==> config.mk <==
export PLATFORM = sky130hd
export DESIGN_NAME = eth_frame_receiver_flat
export DESIGN_NICKNAME = d
export VERILOG_FILES = /design/src/rtl/eth_frame_receiver_pkg.sv /design/src/rtl/eth_frame_receiver_if.sv /design/src/rtl/eth_frame_receiver_holdback.sv /design/src/rtl/eth_frame_receiver.sv /design/src/flat_wrapper.sv
export SDC_FILE = /design/constraint.sdc
export NUM_CORES = 1
export LEC_CHECK = 0
export CAP_MARGIN = 20
export CORE_MARGIN = 10
export CORE_UTILIZATION = 51
export CTS_CLUSTER_DIAMETER = 200
export DETAILED_ROUTE_END_ITERATION = 7
export PLACE_DENSITY = 0.69
export RECOVER_POWER = 100
export SETUP_SLACK_MARGIN = 0.02
export SYNTH_ARGS = -nofsm -noshare
export SYNTH_HDL_FRONTEND = slang
export SYNTH_SLANG_ARGS = --single-unit
==> constraint.sdc <==
create_clock -name clk -period 2.8 [get_ports clk]
set_clock_uncertainty 0.15 [all_clocks]
set_input_delay 0.42 -clock clk [delete_from_list [all_inputs] [get_ports clk]]
set_output_delay 0.42 -clock clk [all_outputs]
set_load 0.02 [all_outputs]
==> src/rtl/eth_frame_receiver_pkg.sv <==
// Shared constants, types and the CRC-32 dibit step for the dibit Ethernet
// frame receiver. Frame-level sizes, the FCS residue and the status bit
// positions live here so the receiver and anything consuming its status
// agree on them.
package eth_frame_receiver_pkg;

   // Field sizes of an Ethernet frame, in bytes
   localparam int BYTE_LEN          = 8;
   localparam int ETH_MAC_LEN       = 6;
   localparam int ETH_ETHERTYPE_LEN = 2;
   localparam int ETH_CRC_LEN       = 4;
   localparam int ETH_HDR_LEN       = 2 * ETH_MAC_LEN + ETH_ETHERTYPE_LEN;

   // Reflected CRC-32 constants; after the FCS has been folded in, a clean
   // frame always leaves the register at the fixed residue
   localparam logic [31:0] ETH_CRC_INIT    = 32'hffffffff;
   localparam logic [31:0] ETH_CRC_POLY    = 32'hedb88320;
   localparam logic [31:0] ETH_CRC_RESIDUE = 32'hdebb20e3;

   // Bit positions inside the 3-bit status word
   localparam int ETH_RX_STATUS_CRC_ERR   = 0;
   localparam int ETH_RX_STATUS_LEN_ERR   = 1;
   localparam int ETH_RX_STATUS_ALIGN_ERR = 2;

   // Dibit values with a line-level meaning
   localparam logic [1:0] DIBIT_IDLE = 2'b00;
   localparam logic [1:0] DIBIT_PRE  = 2'b01;
   localparam logic [1:0] DIBIT_SFD  = 2'b11;

   // Status word, packed so that it lines up with the ETH_RX_STATUS_* indices
   typedef struct packed {
      logic alignErr;
      logic lenErr;
      logic crcErr;
   } rxStatus_t;

   // Fold one dibit into the CRC, bit [0] first, same step as the transmitter
   function automatic logic [31:0] crc32Dibit(input logic [31:0] crc, input logic [1:0] dibit);
      logic [31:0] c;
      c = crc;
      for (int i = 0; i < 2; i++) begin
         if (c[0] ^ dibit[i]) begin
            c = (c >> 1) ^ ETH_CRC_POLY;
         end else begin
            c = c >> 1;
         end
      end
      return c;
   endfunction

endpackage

==> src/rtl/eth_frame_receiver_if.sv <==
// Line-side and frame-side signals of the dibit Ethernet receiver. The
// master modport is the line source / frame consumer, the slave modport is
// the receiver itself.
interface eth_frame_receiver_if;
   import eth_frame_receiver_pkg::*;

   logic                inclk;
   logic [1:0]          in;
   logic                outclk;
   logic [BYTE_LEN-1:0] out;
   logic                done;
   logic                ok;
   logic [2:0]          status;

   modport master (
      output inclk,
      output in,
      input  outclk,
      input  out,
      input  done,
      input  ok,
      input  status
   );

   modport slave (
      input  inclk,
      input  in,
      output outclk,
      output out,
      output done,
      output ok,
      output status
   );

endinterface

==> src/rtl/eth_frame_receiver_holdback.sv <==
// FCS holdback for the frame receiver: a 4-entry byte shift FIFO. Bytes are
// only released once four newer bytes sit behind them, so the trailing FCS
// is still inside the FIFO when the carrier drops and is never forwarded.
module eth_rx_fcs_holdback
   import eth_frame_receiver_pkg::*;
(
   input  logic                clk,
   input  logic                rst,
   input  logic                clear_i,
   input  logic                push_i,
   input  logic [BYTE_LEN-1:0] data_i,
   output logic                emit_o,
   output logic [BYTE_LEN-1:0] emitData_o
);

   localparam int DEPTH = ETH_CRC_LEN;

   logic [BYTE_LEN-1:0] slot_q [DEPTH];
   logic [2:0]          count_q;
   logic [2:0]          count_d;
   logic                full;

   // The oldest byte leaves exactly when a new one arrives into a full FIFO
   assign full       = (count_q == 3'(DEPTH));
   assign emit_o     = push_i && full;
   assign emitData_o = slot_q[DEPTH-1];

   // Occupancy saturates at the FIFO depth; a new frame starts empty
   always_comb begin
      count_d = count_q;
      if (clear_i) begin
         count_d = '0;
      end else if (push_i && !full) begin
         count_d = count_q + 3'd1;
      end
   end

   // Newest byte enters slot 0, older bytes ripple towards the output slot
   always_ff @(posedge clk or negedge rst) begin
      if (!rst) begin
         count_q <= '0;
         for (int i = 0; i < DEPTH; i++) begin
            slot_q[i] <= '0;
         end
      end else begin
         count_q <= count_d;
         if (push_i && !clear_i) begin
            slot_q[0] <= data_i;
            for (int i = 1; i < DEPTH; i++) begin
               slot_q[i] <= slot_q[i-1];
            end
         end
      end
   end

endmodule

==> src/rtl/eth_frame_receiver.sv <==
// Receive side of the dibit Ethernet link. Hunts for preamble/SFD on the
// RMII-style dibit stream, rebuilds bytes LSB first, forwards dst MAC
// through payload (FCS held back and stripped), checks CRC-32, length and
// byte alignment and pulses done with ok/status at the end of each frame.
// Build option: define ETH_RX_STRIP_HEADER_EN to also suppress the 14
// header bytes so that only payload bytes are strobed out; CRC and length
// checks still cover the whole frame.
module eth_frame_receiver
   import eth_frame_receiver_pkg::*;
#(
   parameter int MAX_FRAME_LEN = 1518,
   parameter int MIN_FRAME_LEN = 64,
   parameter int PREAMBLE_MIN  = 8
) (
   input  logic clk,
   input  logic rst,
   eth_frame_receiver_if.slave bus
);

   localparam logic [2:0] WAIT_IDLE = 3'd0;
   localparam logic [2:0] IDLE      = 3'd1;
   localparam logic [2:0] PREAMBLE  = 3'd2;
   localparam logic [2:0] BODY      = 3'd3;
   localparam logic [2:0] DROP      = 3'd4;

   logic [2:0]          state_q,   state_d;
   logic [5:0]          preCnt_q,  preCnt_d;
   logic [31:0]         crc_q,     crc_d;
   logic [10:0]         byteCnt_q, byteCnt_d;
   logic [1:0]          phase_q,   phase_d;
   logic [5:0]          shift_q,   shift_d;
   logic                lenErr_q,  lenErr_d;
   logic                outclk_q,  outclk_d;
   logic [BYTE_LEN-1:0] out_q,     out_d;
   logic                done_q,    done_d;
   logic                ok_q,      ok_d;
   rxStatus_t           status_q,  status_d;

   logic [10:0]         byteCntInc;
   logic [BYTE_LEN-1:0] newByte;
   logic                lenErrNow;
   logic                stripPass;
   logic                hbClear;
   logic                hbPush;
   logic                hbEmit;
   logic [BYTE_LEN-1:0] hbEmitData;

   // Byte count as it stands once the current dibit completes a byte,
   // saturating at the counter's full scale
   assign byteCntInc = (byteCnt_q == '1) ? byteCnt_q : byteCnt_q + 11'd1;
   assign newByte    = {bus.in, shift_q};
   assign lenErrNow  = lenErr_q || (int'(byteCntInc) > MAX_FRAME_LEN);
   assign hbPush     = (state_q == BODY) && bus.inclk && (phase_q == 2'd3);

   // The byte released now is frame byte (byteCntInc - 5); header bytes are
   // those with index below ETH_HDR_LEN
`ifdef ETH_RX_STRIP_HEADER_EN
   assign stripPass = (int'(byteCntInc) > ETH_HDR_LEN + ETH_CRC_LEN);
`else
   assign stripPass = 1'b1;
`endif

   eth_rx_fcs_holdback u_holdback (
      .clk        (clk),
      .rst        (rst),
      .clear_i    (hbClear),
      .push_i     (hbPush),
      .data_i     (newByte),
      .emit_o     (hbEmit),
      .emitData_o (hbEmitData)
   );

   // Frame state machine: preamble hunt, byte assembly, CRC fold and the
   // end-of-frame verdict, all decided from the current line dibit
   always_comb begin
      state_d   = state_q;
      preCnt_d  = preCnt_q;
      crc_d     = crc_q;
      byteCnt_d = byteCnt_q;
      phase_d   = phase_q;
      shift_d   = shift_q;
      lenErr_d  = lenErr_q;
      outclk_d  = 1'b0;
      out_d     = out_q;
      done_d    = 1'b0;
      ok_d      = ok_q;
      status_d  = status_q;
      hbClear   = 1'b0;
      case (state_q)
         WAIT_IDLE: begin
            if (!bus.inclk) begin
               state_d = IDLE;
            end
         end
         IDLE: begin
            if (bus.inclk) begin
               if (bus.in == DIBIT_PRE) begin
                  state_d  = PREAMBLE;
                  preCnt_d = 6'd1;
               end else if (bus.in != DIBIT_IDLE) begin
                  state_d = DROP;
               end
            end
         end
         PREAMBLE: begin
            if (!bus.inclk) begin
               state_d = IDLE;
            end else if (bus.in == DIBIT_PRE) begin
               if (preCnt_q != '1) begin
                  preCnt_d = preCnt_q + 6'd1;
               end
            end else if ((bus.in == DIBIT_SFD) && (int'(preCnt_q) >= PREAMBLE_MIN)) begin
               state_d   = BODY;
               crc_d     = ETH_CRC_INIT;
               byteCnt_d = '0;
               phase_d   = '0;
               shift_d   = '0;
               lenErr_d  = 1'b0;
               hbClear   = 1'b1;
               ok_d      = 1'b0;
               status_d  = '0;
            end else begin
               state_d = DROP;
            end
         end
         BODY: begin
            if (bus.inclk) begin
               crc_d   = crc32Dibit(crc_q, bus.in);
               shift_d = {bus.in, shift_q[5:2]};
               phase_d = phase_q + 2'd1;
               if (phase_q == 2'd3) begin
                  byteCnt_d = byteCntInc;
                  lenErr_d  = lenErrNow;
                  if (hbEmit && !lenErrNow && stripPass) begin
                     outclk_d = 1'b1;
                     out_d    = hbEmitData;
                  end
               end
            end else begin
               status_d.alignErr = (phase_q != 2'd0);
               status_d.lenErr   = lenErr_q
                                   || (int'(byteCnt_q) < MIN_FRAME_LEN)
                                   || (int'(byteCnt_q) > MAX_FRAME_LEN);
               status_d.crcErr   = (crc_q != ETH_CRC_RESIDUE);
               ok_d              = (status_d == '0);
               done_d            = 1'b1;
               state_d           = IDLE;
            end
         end
         DROP: begin
            if (!bus.inclk) begin
               state_d = IDLE;
            end
         end
         default: begin
            state_d = WAIT_IDLE;
         end
      endcase
   end

   // State and output registers; reset discards any frame in flight and
   // waits for a quiet line before hunting again
   always_ff @(posedge clk or negedge rst) begin
      if (!rst) begin
         state_q   <= WAIT_IDLE;
         preCnt_q  <= '0;
         crc_q     <= ETH_CRC_INIT;
         byteCnt_q <= '0;
         phase_q   <= '0;
         shift_q   <= '0;
         lenErr_q  <= 1'b0;
         outclk_q  <= 1'b0;
         out_q     <= '0;
         done_q    <= 1'b0;
         ok_q      <= 1'b0;
         status_q  <= '0;
      end else begin
         state_q   <= state_d;
         preCnt_q  <= preCnt_d;
         crc_q     <= crc_d;
         byteCnt_q <= byteCnt_d;
         phase_q   <= phase_d;
         shift_q   <= shift_d;
         lenErr_q  <= lenErr_d;
         outclk_q  <= outclk_d;
         out_q     <= out_d;
         done_q    <= done_d;
         ok_q      <= ok_d;
         status_q  <= status_d;
      end
   end

   assign bus.outclk = outclk_q;
   assign bus.out    = out_q;
   assign bus.done   = done_q;
   assign bus.ok     = ok_q;
   assign bus.status = status_q;

endmodule

==> src/flat_wrapper.sv <==
// flat-port wrapper written by rule: the top's interface ports become plain ports
module eth_frame_receiver_flat import eth_frame_receiver_pkg::*;
#(
   parameter int MAX_FRAME_LEN = 1518,
   parameter int MIN_FRAME_LEN = 64,
   parameter int PREAMBLE_MIN  = 8
)
  (clk, rst, bus_inclk, bus_in, bus_outclk, bus_out, bus_done, bus_ok, bus_status);
  eth_frame_receiver_if bus_i ();
  input  logic clk;
  input  logic rst;
  input wire logic [$bits(bus_i.inclk)-1:0] bus_inclk;
  input wire logic [$bits(bus_i.in)-1:0] bus_in;
  output wire logic [$bits(bus_i.outclk)-1:0] bus_outclk;
  output wire logic [$bits(bus_i.out)-1:0] bus_out;
  output wire logic [$bits(bus_i.done)-1:0] bus_done;
  output wire logic [$bits(bus_i.ok)-1:0] bus_ok;
  output wire logic [$bits(bus_i.status)-1:0] bus_status;
  assign bus_i.inclk = bus_inclk;
  assign bus_i.in = bus_in;
  assign bus_outclk = bus_i.outclk;
  assign bus_out = bus_i.out;
  assign bus_done = bus_i.done;
  assign bus_ok = bus_i.ok;
  assign bus_status = bus_i.status;
  eth_frame_receiver #(.MAX_FRAME_LEN(MAX_FRAME_LEN), .MIN_FRAME_LEN(MIN_FRAME_LEN), .PREAMBLE_MIN(PREAMBLE_MIN)) u_core (.clk(clk), .rst(rst), .bus(bus_i));
endmodule
; Word level (Yosys, flattened, before mapping)
; Cells that the tools add are included.
[totals]
register_bits = 110
input_bits = 5
output_inout_bits = 14
elab_cells = 147
[op_classes]
addsub = 4
magnitude_cmp = 4
n_eq_ne = 24
n_mux = 65
bitwise = 4
n_reduce_logical = 27
[op_table]
columns = operator, n
row1 = two-way mux 32 bit, 8
row2 = two-way mux 11 bit, 6
row3 = case mux 32 bit (2 select lines), 1
row4 = two-way mux 6 bit, 9
row5 = two-way mux 3 bit, 13
row6 = inequality test 32 bit (second input constant), 1
row7 = NOT 13 -> 14 bit, 2
row8 = case mux 6 bit (2 select lines), 2
row9 = greater-than comparator 11 bit (second input constant), 2
row10 = case mux 11 bit (2 select lines), 1
row11 = two-way mux 1 bit, 16
row12 = inequality test 2 bit (second input constant), 7
row13 = AND reduction 6 bit, 2
row14 = adder 11 x 1 -> 11 bit (second input constant), 1
row15 = equality test 11 bit (second input constant), 1
row16 = < comparator 11 x 7 -> 1 bit (second input constant), 1
row17 = AND reduction 5 bit, 2
row18 = nonzero test 2 bit, 5
row19 = case mux 3 bit (3 select lines), 1
row20 = two-way mux 2 bit, 4
row21 = inequality test 2 x 1 -> 1 bit (second input constant), 4
row22 = AND reduction 4 bit, 2
row23 = logical AND 1 bit, 7
row24 = adder 6 x 1 -> 6 bit (second input constant), 1
row25 = 19 further kinds, 29

; Logic depth before layout (Yosys ltp)
; Gate-level depths: netlist of the first run.
[logic_depth]
depth_word = 10
depth_mapped = 10
mapped_depth_nobuf = 7

; Cells and area by module
; Synthesis of the first run repeated with hierarchy kept, for this count alone.
[unflattened]
cells_unflattened = 469
hier_area_um2 = 5411.4
[modules_own_cells]
columns = module, instances, cells_each, area_each_um2, seq_area_each_um2
row1 = eth_frame_receiver, 1, 374, 3813.7, 1916.8
row2 = eth_rx_fcs_holdback, 1, 95, 1597.8, 875.8

; Worst setup path after synthesis of the first run
; Ideal clock, no wire load.
[synth_path]
path_type = register -> register
from = register u_core.byteCnt_q[0]
to = register u_core.out_q[0], in the netlist u_core.bus.out[0]
setup_ns = 0.125
arrival_ns = 2.145
required_ns = 2.525
slack_ns = 0.381
path_stages_with_launch = 8
n_path_buf = 0
synth_period_minus_slack_ns = 2.419
cell_sequence = dfrtp_1 -> ha_1 -> nand4_1 -> nor3_1 -> xnor2_1 -> nor4_2 -> nor3_4 -> mux2_2
[synth_between]
elab_chain_len = 7
word_cells_on_any_way = 8
cone_classes = 1 x add/sub / 1 x order compare / 1 x eq/ne / 1 x mux / 4 x reduce/logical
[synth_lines]
columns = item, line
row1 = "start, declared", eth_frame_receiver.sv:29  ; logic [10:0] byteCnt_q, byteCnt_d;
row2 = "start signal, assigned", eth_frame_receiver.sv:181  ; byteCnt_q <= byteCnt_d;
row3 = adder 11 x 1 -> 11 bit / equality test 11 bit (equally long branches), eth_frame_receiver.sv:50  ; assign byteCntInc = (byteCnt_q == '1) ? byteCnt_q : byteCnt_q + 11'd1;
row4 = two-way mux 11 bit (*), eth_frame_receiver.sv:50
row5 = greater-than comparator 11 bit (*), eth_frame_receiver.sv:52  ; assign lenErrNow = lenErr_q || (int'(byteCntInc) > MAX_FRAME_LEN);
row6 = logical OR 1 bit (*), eth_frame_receiver.sv:52
row7 = logical NOT 1 bit (*), eth_frame_receiver.sv:134  ; if (hbEmit && !lenErrNow && stripPass) begin
row8 = logical AND 1 bit (*), eth_frame_receiver.sv:134
row9 = AND reduction 4 bit (no source line) (*), n/a
row10 = "end signal, assigned", eth_frame_receiver.sv:186  ; out_q <= out_d;
row11 = "end, declared", eth_frame_receiver.sv:34  ; logic [BYTE_LEN-1:0] out_q, out_d;
; Every way passes the cells marked *; elsewhere a longest branch is shown, timed or not.
; A chain may end at the register's enable or synchronous reset.

; Worst setup path in the final report of the first run
[layout_path]
from = register u_core.byteCnt_q[1]
to = register u_core.out_q[7], in the netlist u_core.bus.out[7]
; The elaborated chain is that of the path after synthesis.

==> results of run 1 <==
layer usage:
metal  global-route usage (%)  up-vias
met5                        0        -
met4                     2.94        0
met3                     4.47        4
met2                     22.5       64
met1                     18.0     1780
li1                         -     1829
synth_stat cells (2+ instances only):
library cell / n
nand4_1: 9
clkbuf_1: 23
nor2_1: 43
o21ai_0: 23
nor3_1: 7
a31oi_1: 10
nand3_1: 9
nor2b_1: 3
inv_1: 13
or4_1: 2
nand2_1: 121
xnor2_1: 16
nand2b_1: 2
or3_1: 2
ha_1: 8
and4b_1: 2
o311a_1: 2
mux2_2: 8
o211ai_1: 5
and3_1: 6
dfstp_2: 32
o311ai_0: 2
nor4b_1: 3
a22o_1: 7
xor2_1: 12
o22a_1: 11
xor2_2: 2
a21oi_1: 25
buf_2: 6
or4bb_1: 2
o22ai_1: 2
dfrtp_1: 78
and4_1: 2
power groups by stage:
stage	Combinational, mW	Sequential [mW]	Clock, mW
after CTS	1.17	2.41	0.975
after detailed placement	1.16	2.44	0
after floorplan	0.840	2.38	0
final	1.13	2.41	0.943
after global placement	1.12	2.42	0
after global routing	1.27	2.46	1.04
path summary, 6_finish.rpt:
kind	to	slack, ns	depth (start not counted)
worst max-delay path	u_core.bus.out[7]	0.20	9
worst min-delay path	u_core.u_holdback.slot_q[10]	0.32	2
worst max register to register	u_core.bus.out[7]	0.20	9
worst min register to register	u_core.u_holdback.slot_q[10]	0.32	2
max in group asynchronous	u_core.crc_q[0]	0.54	3
min in group asynchronous	u_core.byteCnt_q[5]	0.66	2
worst min-delay path: stages, from the launching register on:
cell and delay, ns:
dfrtp_1 0.36, nand2_1 0.05, nand2_1 0.05
repair_timing:
action,in CTS,in global routing
hold buffers,1,0
buffers inserted,0,2
hold endpoints to repair,40,0
gates resized for setup,0,3
setup endpoints to repair,0,8
logic make-up after synthesis:
kind of cell,count (synthesis),synth area share [%]
buffers and inverters,45,3.54
adders and majority gates,8,1.95
muxes,9,1.95
xor gates and xnor gates,30,5.42
and+or+nand+nor,223,20.0
DFF,110,54.5
AOI/OAI and AO/OA,99,12.6
cell type report:
cell class	instances	area [um^2]
clock buffer	9	124
clock inverter	7	73.8
fill	884	4050
inverter	13	48.8
multi-input combinational	369	2160
sequential	110	2790
tap	133	166
timing repair buffer	39	358
through the flow:
step | util, % | instances | total power, mW | worst slack, ns
floorplan | - | 524 | 3.22 | 0.381
global placement | 56.6 | 661 | 3.55 | 0.163
detailed placement | 56.6 | 661 | 3.60 | 0.138
CTS | 58.8 | 678 | 4.56 | 0.133
global route | 58.6 | 680 | 4.77 | 0.0108
finish | 58.6 | 680 | 4.49 | 0.196
state kept, by name, summed over array words and instances (netlist names):
register and cells:
u_core.bus.out 8, u_core.crc_q 32, u_core.u_holdback.count_q 3, u_core.u_holdback.slot_q 24, u_core.shift_q 6, u_core.preCnt_q 6, u_core.byteCnt_q 11, u_core.u_holdback.emitData_o 8
u_core.state_q 3, u_core.phase_q 2, u_core.bus.ok 1, u_core.lenErr_q 1, u_core.bus.status 3, u_core.bus.done 1, u_core.bus.outclk 1
==> impl_metrics.tcl, run 1 <==
set metrics [dict create \
    tightest_slew_ns 1.20 \
    wl_met3_um 410 \
    synth_top_area_share_pct 38.1 \
    grt_pass1_vias 3569 \
    power.leakage_nw 2.63 \
    die_area_um2 14500 \
    yosys_warnings 0 \
    drc 0 \
    synth_top_area_cell "dfrtp_1" \
    avgSynthCellArea_um2 9.78 \
    via_count 3677 \
    insertion_delay_ns 0.38 \
    die_w_um 120 \
    tns_ns 0 \
    maxCapViolations 0 \
    cts_inserted_buffers 9 \
    hp-class "reg2reg" \
    startpoint "u_core.byteCnt_q[1]" \
    switching_share_pct 33.1 \
    h-tree-depth 3 \
    routed_wl_um 9780 \
    timing.rr.start "u_core.byteCnt_q[1]" \
    whs_ns 0.323 \
    drt_pass1_iterations 4 \
    vias_per_cell 5.41 \
    pwr-share-comb_pct 25.3 \
    layout_commonest_cell "nand2_1" \
    crit_fanout 9 \
    hold_viol_final 0 \
    antenna_found_initial 0 \
    rsz0062_at_grt "no" \
    overflow 0 \
    antenna_cells 0 \
    cp_num_buf_inv 2 \
    power_switching_mw 1.48 \
    synthCells 524 \
    seqPwrFrac_pct 53.7 \
    status "completed" \
    relSlewSlack_pct 20.2 \
    drtIter0Drc 211 \
    synth_cell_types 59 \
    end_kind "register" \
    rows 36 \
    die_h_um 120 \
    critical_path.top_delay_family "simple AND/OR/NAND/NOR gates" \
    synthTopCellsByArea "dfrtp_1 (38%), dfstp_2 (16%), nand2_1 (8.9%)" \
    synthArstFlopShare_pct 100 \
    coreArea_um2 9770 \
    setup_violations 0 \
    synth_ff_type "dfrtp_1" \
    layout_common_cells "nand2_1 (121), dfrtp_1 (77), nor2_1 (43)" \
    cts.sinks 110 \
    ys_ff_latch 110 \
    top_layer "met4" \
    ant_nets 0 \
    min_period_over_period_pct 93.0 \
    cts_tree "yes" \
    syn_area_um2 5130 \
    fin_crit_ns 2.60 \
    ios 19 \
    power_density_nw_per_um2 784 \
    crit_arrival_ns 2.73 \
    seq_area_frac_synth_pct 54.5 \
    path_cells "ha_2 -> nand4_1 -> nor3_2 -> xnor2_1 -> nor4_2 -> clkbuf_1 -> nor3_4 -> buf_12 -> mux2_2" \
    crit_path_start_kind "register" \
    gp_congestion 0.845 \
    avgRoutedWirePerCell_um 14.4 \
    wl_met1_um 4630 \
    grt_pass1_wl_um 16900 \
    grt_max_degree 49 \
    hpwl_um 6580 \
    port_buffers 18 \
    slew_violations 0 \
    p_int_mw 3.00 \
    nNetsFinal 555 \
    worstPathRequired_ns 2.93 \
    start_util_pct 52.4 \
    synth_fp_nets 537 \
    routed-wl-met2_um 4660 \
    peakVddDrop_v 0.000742 \
    fmax_ghz 0.384 \
    area_delta_synth_final_pct 11.7 \
    placed_area_um2 5540 \
    slowest_delay_ns 0.43 \
    cts_root_buf "clkbuf_8" \
    final_cell_area_um2 5720 \
    cts_buffer_depth 2 \
    clockPowerShare_pct 21.0 \
    critPathKind "reg2reg" \
    synth_edf_count 0 \
    drive_above_1_share_pct 15.7 \
    hp-start "u_core.u_holdback.slot_q[18]" \
    cpMaxStageDelayCell "dfrtp_1" \
    worst_setup_hold_path_clk_slew_ns 0.12 \
    grtUsageTotal_pct 13.9 \
]
No activity file was read; power rests on OpenSTA's default activity.
==> run 2, diff against run 1 <==
--- a/config.mk
+++ b/config.mk
@@ -7,12 +7,12 @@
 export LEC_CHECK = 0
 export CAP_MARGIN = 20
 export CORE_MARGIN = 10
-export CORE_UTILIZATION = 51
+export CORE_UTILIZATION = 55
 export CTS_CLUSTER_DIAMETER = 200
 export DETAILED_ROUTE_END_ITERATION = 7
-export PLACE_DENSITY = 0.69
+export PLACE_DENSITY = 0.74
 export RECOVER_POWER = 100
-export SETUP_SLACK_MARGIN = 0.02
+export SETUP_SLACK_MARGIN = 0.4
 export SYNTH_ARGS = -nofsm -noshare
 export SYNTH_HDL_FRONTEND = slang
 export SYNTH_SLANG_ARGS = --single-unit
==> run 2 against run 1 <==
  * First-iteration DRC count is 22% higher
  * Final area is 0.66% higher
  * Register-to-register slack better by 0.11 ns
  * Power is 0.50% lower
  * Largest power group unchanged
==> impl_metrics.tcl, run 2 (synthesized netlist as in run 1, its figures left out) <==
set metrics [dict create \
    power_density_nw_per_um2 775 \
    power.leakage_nw 2.66 \
    end_kind "register" \
    h-tree-depth 3 \
    crit_path_start_kind "register" \
    grtUsageTotal_pct 15.6 \
    finalPower_mw 4.46 \
    vias_per_cell 5.71 \
    drc 0 \
    crit_fanout 9 \
    slew_violations 0 \
    reg_top3 "u_core.crc_q (32), u_core.u_holdback.slot_q (24), u_core.byteCnt_q (11)" \
    grt_max_degree 54 \
    via_count 3799 \
    cts_tree "yes" \
    critPathKind "reg2reg" \
    whs_ns 0.318 \
    worstPathRequired_ns 2.92 \
    ios 19 \
    antenna_cells 0 \
    layout_common_cells "nand2_1 (121), dfrtp_1 (74), nor2_1 (43)" \
    min_period_over_period_pct 89.0 \
    fmax_ghz 0.401 \
    port_buffers 18 \
    avgRoutedWirePerCell_um 15.2 \
    hold_viol_final 0 \
    routed_wl_um 10100 \
    stdcell_count 665 \
    tns_ns 0 \
    die_area_um2 13600 \
    fin_crit_ns 2.49 \
    cts_root_buf "clkbuf_8" \
    dp.cells 637 \
    worst_setup_hold_path_clk_slew_ns 0.11 \
    overflow 0 \
    top_register "u_core.crc_q" \
    grt_pass1_vias 3520 \
    start_util_pct 56.0 \
    largest_register_ffs 32 \
    cts_inserted_buffers 9 \
    setup_violations 0 \
    relSlewSlack_pct 34.1 \
    peakVddDrop_v 0.000751 \
    ant_nets 0 \
    layout_commonest_cell "nand2_1" \
    gp_congestion 0.896 \
    hpwl_um 6480 \
    cts.sinks 110 \
    die_h_um 117 \
    coreArea_um2 9150 \
    nNetsFinal 562 \
    fill_cells 751 \
    tightest_slew_ns 0.988 \
    antenna_found_initial 0 \
    drt_pass1_iterations 5 \
    area_delta_synth_final_pct 12.4 \
    rows 35 \
    rsz0062_at_grt "yes" \
    drive_above_1_share_pct 18.1 \
    crit_arrival_ns 2.61 \
    insertion_delay_ns 0.38 \
    drtIter0Drc 257 \
    die_w_um 117 \
    maxCapViolations 0 \
    hp-class "reg2reg" \
    grt_pass1_wl_um 17200 \
    cts_buffer_depth 2 \
    status "completed" \
]
## run 2: changes by cell type in the layout (fill, tap and decap cells not counted), sizes merged
cell / before / now
buf: 14 / 21
clkinvlp: 0 / 2
inv: 17 / 15
clkbuf: 16 / 17
clkinv: 3 / 2
## run 2: through the flow
step                      cell area (um^2)  setup WS, ns  utilization [%]
after global routing                  5760         0.196             63.0
after floorplan                       5130         0.407                -
final                                 5760         0.309             63.0
after detailed placement              5460         0.108             59.7
after CTS                             5750         0.354             62.8
after global placement                5460         0.154             59.7
## run 2: what timing repair did
| action | in CTS | in global routing |
|---|---|---|
| pin swaps | 4 | 2 |
| gates resized for setup | 6 | 14 |
| setup buffers | 7 | 4 |
| hold buffers | 1 | 0 |
| endpoints found under the setup margin | 10 | 9 |
| endpoints found under the hold margin | 38 | 0 |
## run 2: power breakdown
part / leakage [nW] / total [mW] / switching [mW] / internal (mW)
registers: 1.38 / 2.41 / 0.306 / 2.10
clock network: 0.0925 / 0.924 / 0.560 / 0.363
logic: 1.19 / 1.13 / 0.585 / 0.548
## run 2: worst paths after layout
path / start / endpoint / slack (ns) / cells past startpoint
max in group asynchronous: rst / u_core.preCnt_q[3] / 0.59 / 3
min reg2reg: u_core.u_holdback.slot_q[12] / u_core.u_holdback.emitData_o[4] / 0.32 / 2
min in group asynchronous: rst / u_core.byteCnt_q[4] / 0.58 / 2
max reg2reg: u_core.byteCnt_q[0] / u_core.bus.out[6] / 0.31 / 10
min: u_core.u_holdback.slot_q[12] / u_core.u_holdback.emitData_o[4] / 0.32 / 2
max: u_core.byteCnt_q[0] / u_core.bus.out[6] / 0.31 / 10
## run 2: cell type report
class	instances	area, um^2	share of cell area [%]
flip-flops and latches	110	2800	48.6
multi-input cells	369	2200	38.2
repair buffers	46	383	6.64
well taps	111	139	2.41
clock buffers	10	138	2.39
clock inverters	6	55.1	0.955
inverters	13	48.8	0.847
## run 2: layer usage
layer / part of all wire, % / vias to the layer above / track usage [%]
li1: - / 1852 / -
met1: 46 / 1868 / 20.5
met2: 48 / 63 / 24.4
met3: 3.9 / 16 / 4.01
met4: 2.0 / 0 / 5.60
met5: 0 / - / 0
## run 2: critical path: stages (launching register included)
cell and delay [ns]:
dfrtp_1 0.42, buf_4 0.15, inv_1 0.04, ha_1 0.32, nor4b_2 0.39, a221oi_2 0.09, nor4_2 0.14, clkbuf_1 0.20
nor3_4 0.07, buf_12 0.14, mux2_2 0.27
